[config.mk]
export PLATFORM = sky130hd
export DESIGN_NAME = pps_framer
export DESIGN_NICKNAME = d
export VERILOG_FILES = /design/src/rtl/pps_framer.sv
export SDC_FILE = /design/constraint.sdc
export NUM_CORES = 1
export LEC_CHECK = 0
export CELL_PAD_IN_SITES_DETAIL_PLACEMENT = 0
export CELL_PAD_IN_SITES_GLOBAL_PLACEMENT = 1
export CORE_MARGIN = 2
export CORE_UTILIZATION = 35
export CTS_CLUSTER_DIAMETER = 80
export DETAILED_ROUTE_END_ITERATION = 8
export HOLD_SLACK_MARGIN = 0.15
export PLACE_DENSITY_LB_ADDON = 0.3
export SLEW_MARGIN = 20
export SYNTH_ARGS = -nofsm -noshare
export SYNTH_HDL_FRONTEND = slang
export SYNTH_SLANG_ARGS = --single-unit
export TNS_END_PERCENT = 20
[constraint.sdc]
create_clock -name clk -period 2.55 [get_ports clk]
set_input_delay 0.51 -clock clk [delete_from_list [all_inputs] [get_ports clk]]
set_output_delay 0.51 -clock clk [all_outputs]
set_load 0.01 [all_outputs]
[src/rtl/pps_framer.sv]
// pps_framer: reassembles the 4-byte PPS count burst and splices it as a tagged
// 3-word packet (header, count hi, count lo) into the zero-extended ADC sample stream.
module pps_framer #(
    parameter logic [3:0] TAG = 4'hA
) (
    input  logic        clk,
    input  logic        nreset,
    input  logic [7:0]  pps_data,
    input  logic        pps_valid,
    input  logic [11:0] s_data,
    input  logic        s_valid,
    output logic        s_ready,
    output logic [15:0] out_data,
    output logic        out_valid,
    input  logic        out_ready
);

    typedef enum logic [1:0] {
        PASS = 2'd0,
        HI   = 2'd1,
        LO   = 2'd2
    } state_t;

    state_t      state_r;
    state_t      state_nxt_s;
    logic [1:0]  idx_r;
    logic [23:0] asm_r;
    logic [31:0] pend_count_r;
    logic [31:0] tx_count_r;
    logic        pend_r;
    logic        pend_ovr_r;
    logic [7:0]  seq_r;
    logic [15:0] out_data_r;
    logic        out_valid_r;

    logic        ld_s;
    logic        capture_s;
    logic        hdr_ld_s;
    logic        lo_ld_s;
    logic [15:0] out_data_nxt_s;
    logic        out_valid_nxt_s;

    assign ld_s      = !out_valid_r || out_ready;
    assign capture_s = pps_valid && (idx_r == 2'd3);
    assign s_ready   = nreset && (state_r == PASS) && !pend_r && ld_s;
    assign out_data  = out_data_r;
    assign out_valid = out_valid_r;

    // Byte assembler: bytes 0..2 collect the upper 24 bits, byte 3 completes the capture
    always_ff @(posedge clk) begin
        if (!nreset) begin
            idx_r <= 2'd0;
            asm_r <= 24'h000000;
        end else if (pps_valid) begin
            idx_r <= idx_r + 2'd1;
            case (idx_r)
                2'd0:    asm_r[23:16] <= pps_data;
                2'd1:    asm_r[15:8]  <= pps_data;
                2'd2:    asm_r[7:0]   <= pps_data;
                default: asm_r        <= asm_r;
            endcase
        end else begin
            idx_r <= 2'd0;
            asm_r <= asm_r;
        end
    end

    // Pending count; a capture landing on the header-load cycle is fresh, not an overrun
    always_ff @(posedge clk) begin
        if (!nreset) begin
            pend_r       <= 1'b0;
            pend_ovr_r   <= 1'b0;
            pend_count_r <= 32'h0000_0000;
        end else if (capture_s) begin
            pend_r       <= 1'b1;
            pend_ovr_r   <= pend_r && !hdr_ld_s;
            pend_count_r <= {asm_r, pps_data};
        end else if (hdr_ld_s) begin
            pend_r       <= 1'b0;
            pend_ovr_r   <= 1'b0;
        end else begin
            pend_r       <= pend_r;
            pend_ovr_r   <= pend_ovr_r;
        end
    end

    // FSM state register
    always_ff @(posedge clk) begin
        if (!nreset) begin
            state_r <= PASS;
        end else begin
            state_r <= state_nxt_s;
        end
    end

    // FSM next-state logic: each packet word advances only when the output register loads
    always_comb begin
        state_nxt_s = state_r;
        case (state_r)
            PASS: if (ld_s && pend_r) state_nxt_s = HI;   else state_nxt_s = PASS;
            HI:   if (ld_s)           state_nxt_s = LO;   else state_nxt_s = HI;
            LO:   if (ld_s)           state_nxt_s = PASS; else state_nxt_s = LO;
            default:                  state_nxt_s = PASS;
        endcase
    end

    // FSM output logic: selects the next output-register contents
    always_comb begin
        out_data_nxt_s  = out_data_r;
        out_valid_nxt_s = out_valid_r;
        hdr_ld_s        = 1'b0;
        lo_ld_s         = 1'b0;
        case (state_r)
            PASS: begin
                if (ld_s && pend_r) begin
                    hdr_ld_s        = 1'b1;
                    out_data_nxt_s  = {TAG, 3'b000, pend_ovr_r, seq_r};
                    out_valid_nxt_s = 1'b1;
                end else if (ld_s && s_valid) begin
                    out_data_nxt_s  = {4'h0, s_data};
                    out_valid_nxt_s = 1'b1;
                end else if (ld_s) begin
                    out_valid_nxt_s = 1'b0;
                end else begin
                    out_valid_nxt_s = out_valid_r;
                end
            end
            HI: begin
                if (ld_s) begin
                    out_data_nxt_s  = tx_count_r[31:16];
                    out_valid_nxt_s = 1'b1;
                end else begin
                    out_valid_nxt_s = out_valid_r;
                end
            end
            LO: begin
                if (ld_s) begin
                    lo_ld_s         = 1'b1;
                    out_data_nxt_s  = tx_count_r[15:0];
                    out_valid_nxt_s = 1'b1;
                end else begin
                    out_valid_nxt_s = out_valid_r;
                end
            end
            default: begin
                out_valid_nxt_s = 1'b0;
            end
        endcase
    end

    // Output register, transmit count snapshot and packet sequence number
    always_ff @(posedge clk) begin
        if (!nreset) begin
            out_data_r  <= 16'h0000;
            out_valid_r <= 1'b0;
            tx_count_r  <= 32'h0000_0000;
            seq_r       <= 8'h00;
        end else begin
            out_data_r  <= out_data_nxt_s;
            out_valid_r <= out_valid_nxt_s;
            tx_count_r  <= hdr_ld_s ? pend_count_r : tx_count_r;
            seq_r       <= lo_ld_s ? (seq_r + 8'd1) : seq_r;
        end
    end

endmodule
After elaboration in Yosys (flattened, before gate mapping). Index checks and enable logic that the tools add are counted.

Flip-flop bits (word level): 119. Input port bits: 25. Output and inout port bits: 18.

Add/subtract/negate cells: 2. Equality and inequality tests: 10. Multiplexer cells: 21. Reductions and logical operators: 22.

Operators by type and width (number): $mux 16 (4); $pmux 16 s3 (1); $mux 1 (12); $reduce_and 2->1 (5); $add 8x1->8 const B (1); $logic_and 1x1->1 (7); $eq 2x2->1 const B (3); $pmux 2 s3 (1); $eq 2x1->1 const B (2); $logic_not 2->1 (2); $mux 2 (2); $ne 2x2->1 const B (2); $ne 4x2->1 const B (1); $reduce_and 4->1 (1); $logic_not 1->1 (3); $ne 3x1->1 const B (1); $reduce_bool 3->1 (1); $add 2x1->2 const B (1); $ne 2x1->1 const B (1); $pmux 1 s2 (1); $reduce_bool 2->1 (1); $reduce_or 2->1 (1); $logic_or 1x1->1 (1).

Longest topological paths before layout.
Depth after elaboration: 8. Depth in mapped cells: 8. Gate-level depth less buffers: 6.

Worst setup path before layout. OpenSTA, ideal clock, no wires.

Path type: input-to-output. Start: input port out_ready. End: output port s_ready. Arrival time: 1.435 ns. Setup slack: 0.605 ns. Cell stages on the path: 6. Cell sequence: nand2b_1 buf_2 buf_2 buf_2 nand2_1 nor3_1.

Cells in the longest elaborated chain, start to end: 2.

Ends and longest elaborated chain: from (decl) (RTL line 15) `input logic out_ready`; $logic_or 1x1->1 (RTL line 43) `assign ld_s = !out_valid_r || out_ready;`; $logic_and 1x1->1 (RTL line 45) `assign s_ready = nreset && (state_r == PASS) && !pend_r && ld_s;`; to (decl) (RTL line 12) `output logic s_ready,`.

Every way passes these cells.

Final worst setup path.
Start: input port nreset. End: output port s_ready.

Cells in the longest elaborated chain, start to end: 3.

Ends and longest elaborated chain: from (decl) (RTL line 7) `input logic nreset,`; $logic_and 1x1->1 (3 in a row) (RTL line 45).

Every way passes these cells.

==> flow_metrics.tcl <==
set metrics [dict create \
    netSwitchingPower_mw 0.9495 \
    fin_crit_ns 2.410 \
    num-nets-final 674 \
    synthesis.nets 645 \
    grt_pass1_vias 3973 \
    ff2ff_path_depth 7 \
    antenna_found_initial 0 \
    seqPwrFrac_pct 41.9 \
    cts_sinks 119 \
    fin_skew_ns 0.006732 \
    rsz0062_at_grt "no" \
    whs_path_depth 2 \
    total_power_mw 4.550 \
    num_io_pins 43 \
    hold_ws_ns 0.4509 \
    coreArea_sq_mm 0.01377 \
    worstPathArrival_ns 1.90 \
    clkTransAtPathRegs_ns 0.05 \
    fmax_ghz 0.4150 \
    dpl_cell_area_sq_mm 0.005489 \
    die_height_um 122.4 \
    dieArea_sq_mm 0.01497 \
    clock_latency_ns 0.40 \
    fin_crit_sh_pct 94.51 \
    wl_met3_um 498 \
    syn-cell-area_sq_mm 0.004903 \
    wl_met1_mm 6.212 \
    wl_met2_mm 5.008 \
    clockBufferDepth 2 \
    area_delta_synth_final_pct 24.24 \
    start_kind "primary input" \
    end_kind "primary output" \
    cp.required_ns 2.04 \
    globalplace.congestion 0.7528 \
    wl_mm 11.87 \
    wl_per_cell_um 14.27 \
    utilization_pct 44.23 \
    p_clk_share_pct 52.8 \
    hold_class "flop to flop" \
    fin_ws_ns 0.1401 \
    cts-root-buf "clkbuf_16" \
    highest_layer "met4" \
    synth_edf_count 0 \
    synth_ff_type "dfxtp_1" \
    avgSynthCellArea_sq_um 8.038 \
    syn_inst 610 \
    final_area_sq_mm 0.006092 \
    fin_cells 832 \
    ir_drop_mv 0.4434 \
    tightest_slew_ns 0.5394 \
    worstPathMaxFanout 2 \
    grt_max_degree 117 \
    io_buffers 42 \
    die_w_um 122.4 \
    synth.area.top_cells "dfxtp_1, nand2_1, a21oi_1, nand3_1, ha_1" \
    drc 0 \
    hold_viol_final 0 \
    grt_overflow 0 \
    switching_share_pct 20.87 \
    fillerInstances 1421 \
    slew_viol_final 0 \
    setup_viol 0 \
    synthArstFlopShare_pct 0 \
    status "finished, final reports clean" \
    num_vias 4094 \
    dp_slack_ns 0.1305 \
    drtIter0Drc 183 \
    cts-buffers-inserted 17 \
    max-slew-margin-rel_pct 64.04 \
    post-cts-setup-buffers 0 \
    start_util_pct 35.60 \
    synth_top_area_share_pct 48.58 \
    power-per-cell-area_mw_per_mm2 746.9 \
    setup_tns_ns 0 \
    reg2reg_slack_ns 0.60 \
    vias_per_cell 4.921 \
    dp_hpwl_mm 7.958 \
    max-cap-violations 0 \
    diodes 0 \
    leakage_nw 2.131 \
    htree_num_levels 4 \
    synth_largest_area_cell "dfxtp_1" \
    synth_seq_area_share_pct 48.58 \
    synth_seq_cells 119 \
    p_int_mw 3.601 \
    yosysWarnings 0 \
    power_frac_comb_pct 5.2 \
    synthDistinctLibCells 36 \
    ant_nets 0 \
    track_usage_pct 17.13 \
    placed_cells 800 \
    grt_pass1_wl_mm 20.04 \
    rows 43 \
    criticalPathCategory "primary input to primary output" \
    firstDrtPassIters 5 \
    cts_tree "done" \
    ctsHoldBuffers 0 \
    drive_above_1_share_pct 10.43 \
]
[sequential cells by signal, summed over array words and instances, names as in the netlist]
register and flops:
pend_count_r 32, tx_count_r 32, asm_r 24, out_data 16
seq_r 8, idx_r 2, state_r 2, out_valid 1
pend_ovr_r 1, pend_r 1
[layout by cell type, fill, tap and decap left out, drive strengths merged]
cell type | netlist | final
a211o | 1 | 1
a211oi | 2 | 2
a21o | 1 | 1
a21oi | 116 | 116
a221oi | 3 | 3
a22o | 5 | 5
a22oi | 5 | 5
a31o | 9 | 9
and2 | 3 | 3
and3 | 5 | 5
and4 | 1 | 1
buf | 19 | 18
bufinv | 0 | 3
clkbuf | 31 | 23
clkdlybuf4s50 | 0 | 42
clkinv | 1 | 6
clkinvlp | 0 | 1
dfxtp | 119 | 119
ha | 10 | 10
inv | 8 | 8
mux2i | 2 | 2
nand2 | 188 | 188
nand2b | 2 | 2
nand3 | 32 | 32
nand4 | 13 | 13
nor2 | 9 | 9
nor2b | 1 | 1
nor3 | 2 | 2
o2111ai | 4 | 4
o21ai | 1 | 1
o41ai | 9 | 9
or2 | 1 | 1
or3 | 1 | 1
xor2 | 6 | 6
[worst max-delay path, cell delays in order]
cell,delay [ns]
clkdlybuf4s50_1,0.50
clkinv_2,0.13
nor3_1,0.20
clkdlybuf4s50_1,0.56
[synthesized netlist by cell type (3+ instances only)]
master     count
a21oi_1      115
a221oi_1       3
a22o_1         5
a22oi_1        5
a31o_2         9
and2_1         3
and3_1         5
buf_1          3
buf_2         14
clkbuf_1      30
dfxtp_1      119
ha_1          10
inv_1          8
nand2_1      188
nand3_1       32
nand4_1       13
nor2_1         9
o2111ai_1      4
o41ai_2        7
xor2_1         6
[power groups by stage]
| stage | sequential [mW] | clock, mW | combinational, mW |
|---|---|---|---|
| after floorplan | 1.95 | 0 | 0.119 |
| after global placement | 1.95 | 0 | 0.235 |
| after detailed placement | 1.95 | 0 | 0.238 |
| after CTS | 1.91 | 2.46 | 0.240 |
| after global routing | 1.91 | 2.55 | 0.260 |
| final | 1.91 | 2.40 | 0.238 |
[final timing paths]
kind                                                    to                    startpoint
worst min-delay path            tx_count_r[1]$_SDFFE_PN0P_  pend_count_r[1]$_SDFFE_PN0P_
worst min register to register  tx_count_r[1]$_SDFFE_PN0P_  pend_count_r[1]$_SDFFE_PN0P_
worst max-delay path                               s_ready                        nreset
worst max register to register    out_data[0]$_SDFFE_PN0P_         state_r[1]$_SDFF_PN0_
[layout make-up]
class	instances	area, sq um	area share [%]
Timing Repair Buffer	60	580.6	9.530
Tap cell	180	225.2	3.697
Clock inverter	9	122.6	2.013
Sequential cell	119	2382	39.10
Multi-Input combinational cell	432	2268	37.24
Inverter	9	35.03	0.5751
Clock buffer	23	478.0	7.846
[layer usage]
metal | track usage [%] | vias up
met5 | 0 | -
met1 | 23.83 | 1869
met2 | 25.62 | 72
met4 | 6.250 | 0
met3 | 4.275 | 14
li1 | - | 2139
[logic make-up (layout without fill, tap and decap cells)]
kind of cell / after synthesis / count (layout) / share of synthesized area [%]
DFF: 119 / 119 / 48.58
buffers and inverters: 59 / 101 / 5.205
AOI/OAI and AO/OA: 156 / 156 / 20.08
and+or+nand+nor: 258 / 258 / 22.10
adders and majority gates: 10 / 10 / 2.552
xor gates and xnor gates: 6 / 6 / 1.072
muxes: 2 / 2 / 0.4083
[repair_timing]
action,CTS,global route
endpoints found under the setup margin,0,1
gates resized for setup,0,1
hold endpoints to repair,0,0
Note: power is estimated with default switching activity, not from simulation.
==> patch, RTL diff (same flow settings) <==
The 3 states of `state_t` get a one-hot encoding in 3 bits.
--- a/src/rtl/pps_framer.sv
+++ b/src/rtl/pps_framer.sv
@@ -17,6 +17,6 @@
 
-    typedef enum logic [1:0] {
-        PASS = 2'd0,
-        HI   = 2'd1,
-        LO   = 2'd2
+    typedef enum logic [2:0] {
+        PASS = 3'b001,
+        HI   = 3'b010,
+        LO   = 3'b100
     } state_t;
Behaviour: no difference found for any inputs over 10 cycles, from zero or initial values and one cycle with nreset low; not proved beyond that.
==> patch against the unedited design <==
Synthesized area shrank 1.9%; cell count is 2.9% lower; combinational power rose by 8%; critical path depth decreased by 1; core utilization fell by 0.26 points; final area down 3.7%; setup slack improved by 0.17 ns; sequential share of layout area increased by 1.8 points; non-clock buffer count unchanged; total power decreased by 5.3%; clock skew up 0.0013 ns; sequential cell count up 1; wire length is 0.24% higher; die area decreased by 1.9%; critical path type is now reg2out; largest power group unchanged; highest routed layer unchanged.
==> patch: results (changes against the unedited design) <==
outcome=completed; clk tree area frac=8.996% (-0.86 points); clk pwr=2120 uW (-12%); Synth Instances=592 (-3.0%); vias per inst=5.045 (+2.5%); Die W=121.2 um (-0.94%); Distinct cells, synth=42 (+17%); synth top area cells=dfxtp_1 50%, nand2_1 13%, a21oi_1 11%; Routed wire per std cell=14.73 um (+3.2%); CP max stage delay=0.44 ns (-0.12 ns); Setup WS pre-CTS=-0.08789 ns (-0.2183 ns); Seq/Total Area, Yosys=49.96% (+1.4 points); post-route insts no fill=808 (-2.9%); internal power=3385 uW (-6.0%); global-route wire length before repair=19870 um (-0.86%); r2r setup slk=0.51 ns (-0.09 ns); Slew HR=46.28% (-18 points); largest net degree at the start of global routing=79 (-32%); clock tree sinks=120 (+0.84%); Multi-Input Combinational=418 (-3.2%); filler cell count in the final layout=1388 (-2.3%); vias in the first global route=3834 (-3.5%); GR Util All Layers=17.53% (+0.40 points); Leak=0.001955 uW (-8.3%); Placed Instances=778 (-2.8%); Worst Skew=0.008024 ns (+0.001292 ns); P per Cell Area=734.1 mW/mm^2 (-1.7%); CP max-delay cell=or3b_1; DP HPWL=8065 um (+1.3%); fraction of area in non-clock buffers=9.422% (-0.11 points); invs w/o clock=4 (-5); Routability Congestion=0.7842 (+4.2%); router iterations before antenna repair=7 (+2); FF/Latch Area=0.002402 sq mm (+0.84%); DRT iter0 DRCs=331 (+81%); Multi-input gate area=0.002150 sq mm (-5.2%); Top delay family on crit path=simple AND/OR/NAND/NOR gates
patch: per-stage QoR:
| step | hold WS (ns) | util (%) |
|---|---|---|
| 3_5_place_dp | 0.4462 | 40.04 |
| 5_1_grt | 0.4679 | 43.97 |
| 6_report | 0.4506 | 43.97 |
| 4_1_cts | 0.4534 | 43.97 |
| 2_1_floorplan | 0.4321 | - |
| 3_3_place_gp | 0.4393 | 40.04 |
patch: repair_timing:
| action | CTS | global route |
|---|---|---|
| endpoints found under the hold margin | 0 | 0 |
| gates resized for setup | 2 | 0 |
| endpoints found under the setup margin | 1 | 0 |
patch: cell families (layout without fill, tap and decap cells):
family | Yosys count | in the layout | synth area share (%)
AND/OR/NAND/NOR | 239 | 239 | 21.47
buffers and inverters | 54 | 94 | 5.438
flip-flops | 120 | 120 | 49.96
adder cells (fa/ha/maj) | 5 | 5 | 1.301
AO/OA/AOI/OAI | 165 | 165 | 20.17
multiplexers | 1 | 1 | 0.2082
XOR/XNOR | 8 | 8 | 1.457
patch: routing by layer:
| layer | vias up | track usage [%] | wire (um) | share of wire (%) |
|---|---|---|---|---|
| met5 | - | 0 | 0 | 0 |
| met4 | 0 | 6.609 | 226 | 1.9 |
| met3 | 13 | 5.498 | 653 | 5.5 |
| met2 | 107 | 24.26 | 4997 | 42 |
| met1 | 1869 | 25.29 | 6023 | 51 |
| li1 | 2087 | - | - | - |
patch: final timing paths:
kind | from | endpoint | depth (start not counted)
max | state_r[1]$_SDFF_PN0_ | s_ready | 3
min | pend_count_r[13]$_SDFFE_PN0P_ | tx_count_r[13]$_SDFFE_PN0P_ | 2
max reg2reg | pend_r$_SDFFE_PN0P_ | pend_r$_SDFFE_PN0P_ | 5
min reg2reg | pend_count_r[13]$_SDFFE_PN0P_ | tx_count_r[13]$_SDFFE_PN0P_ | 2
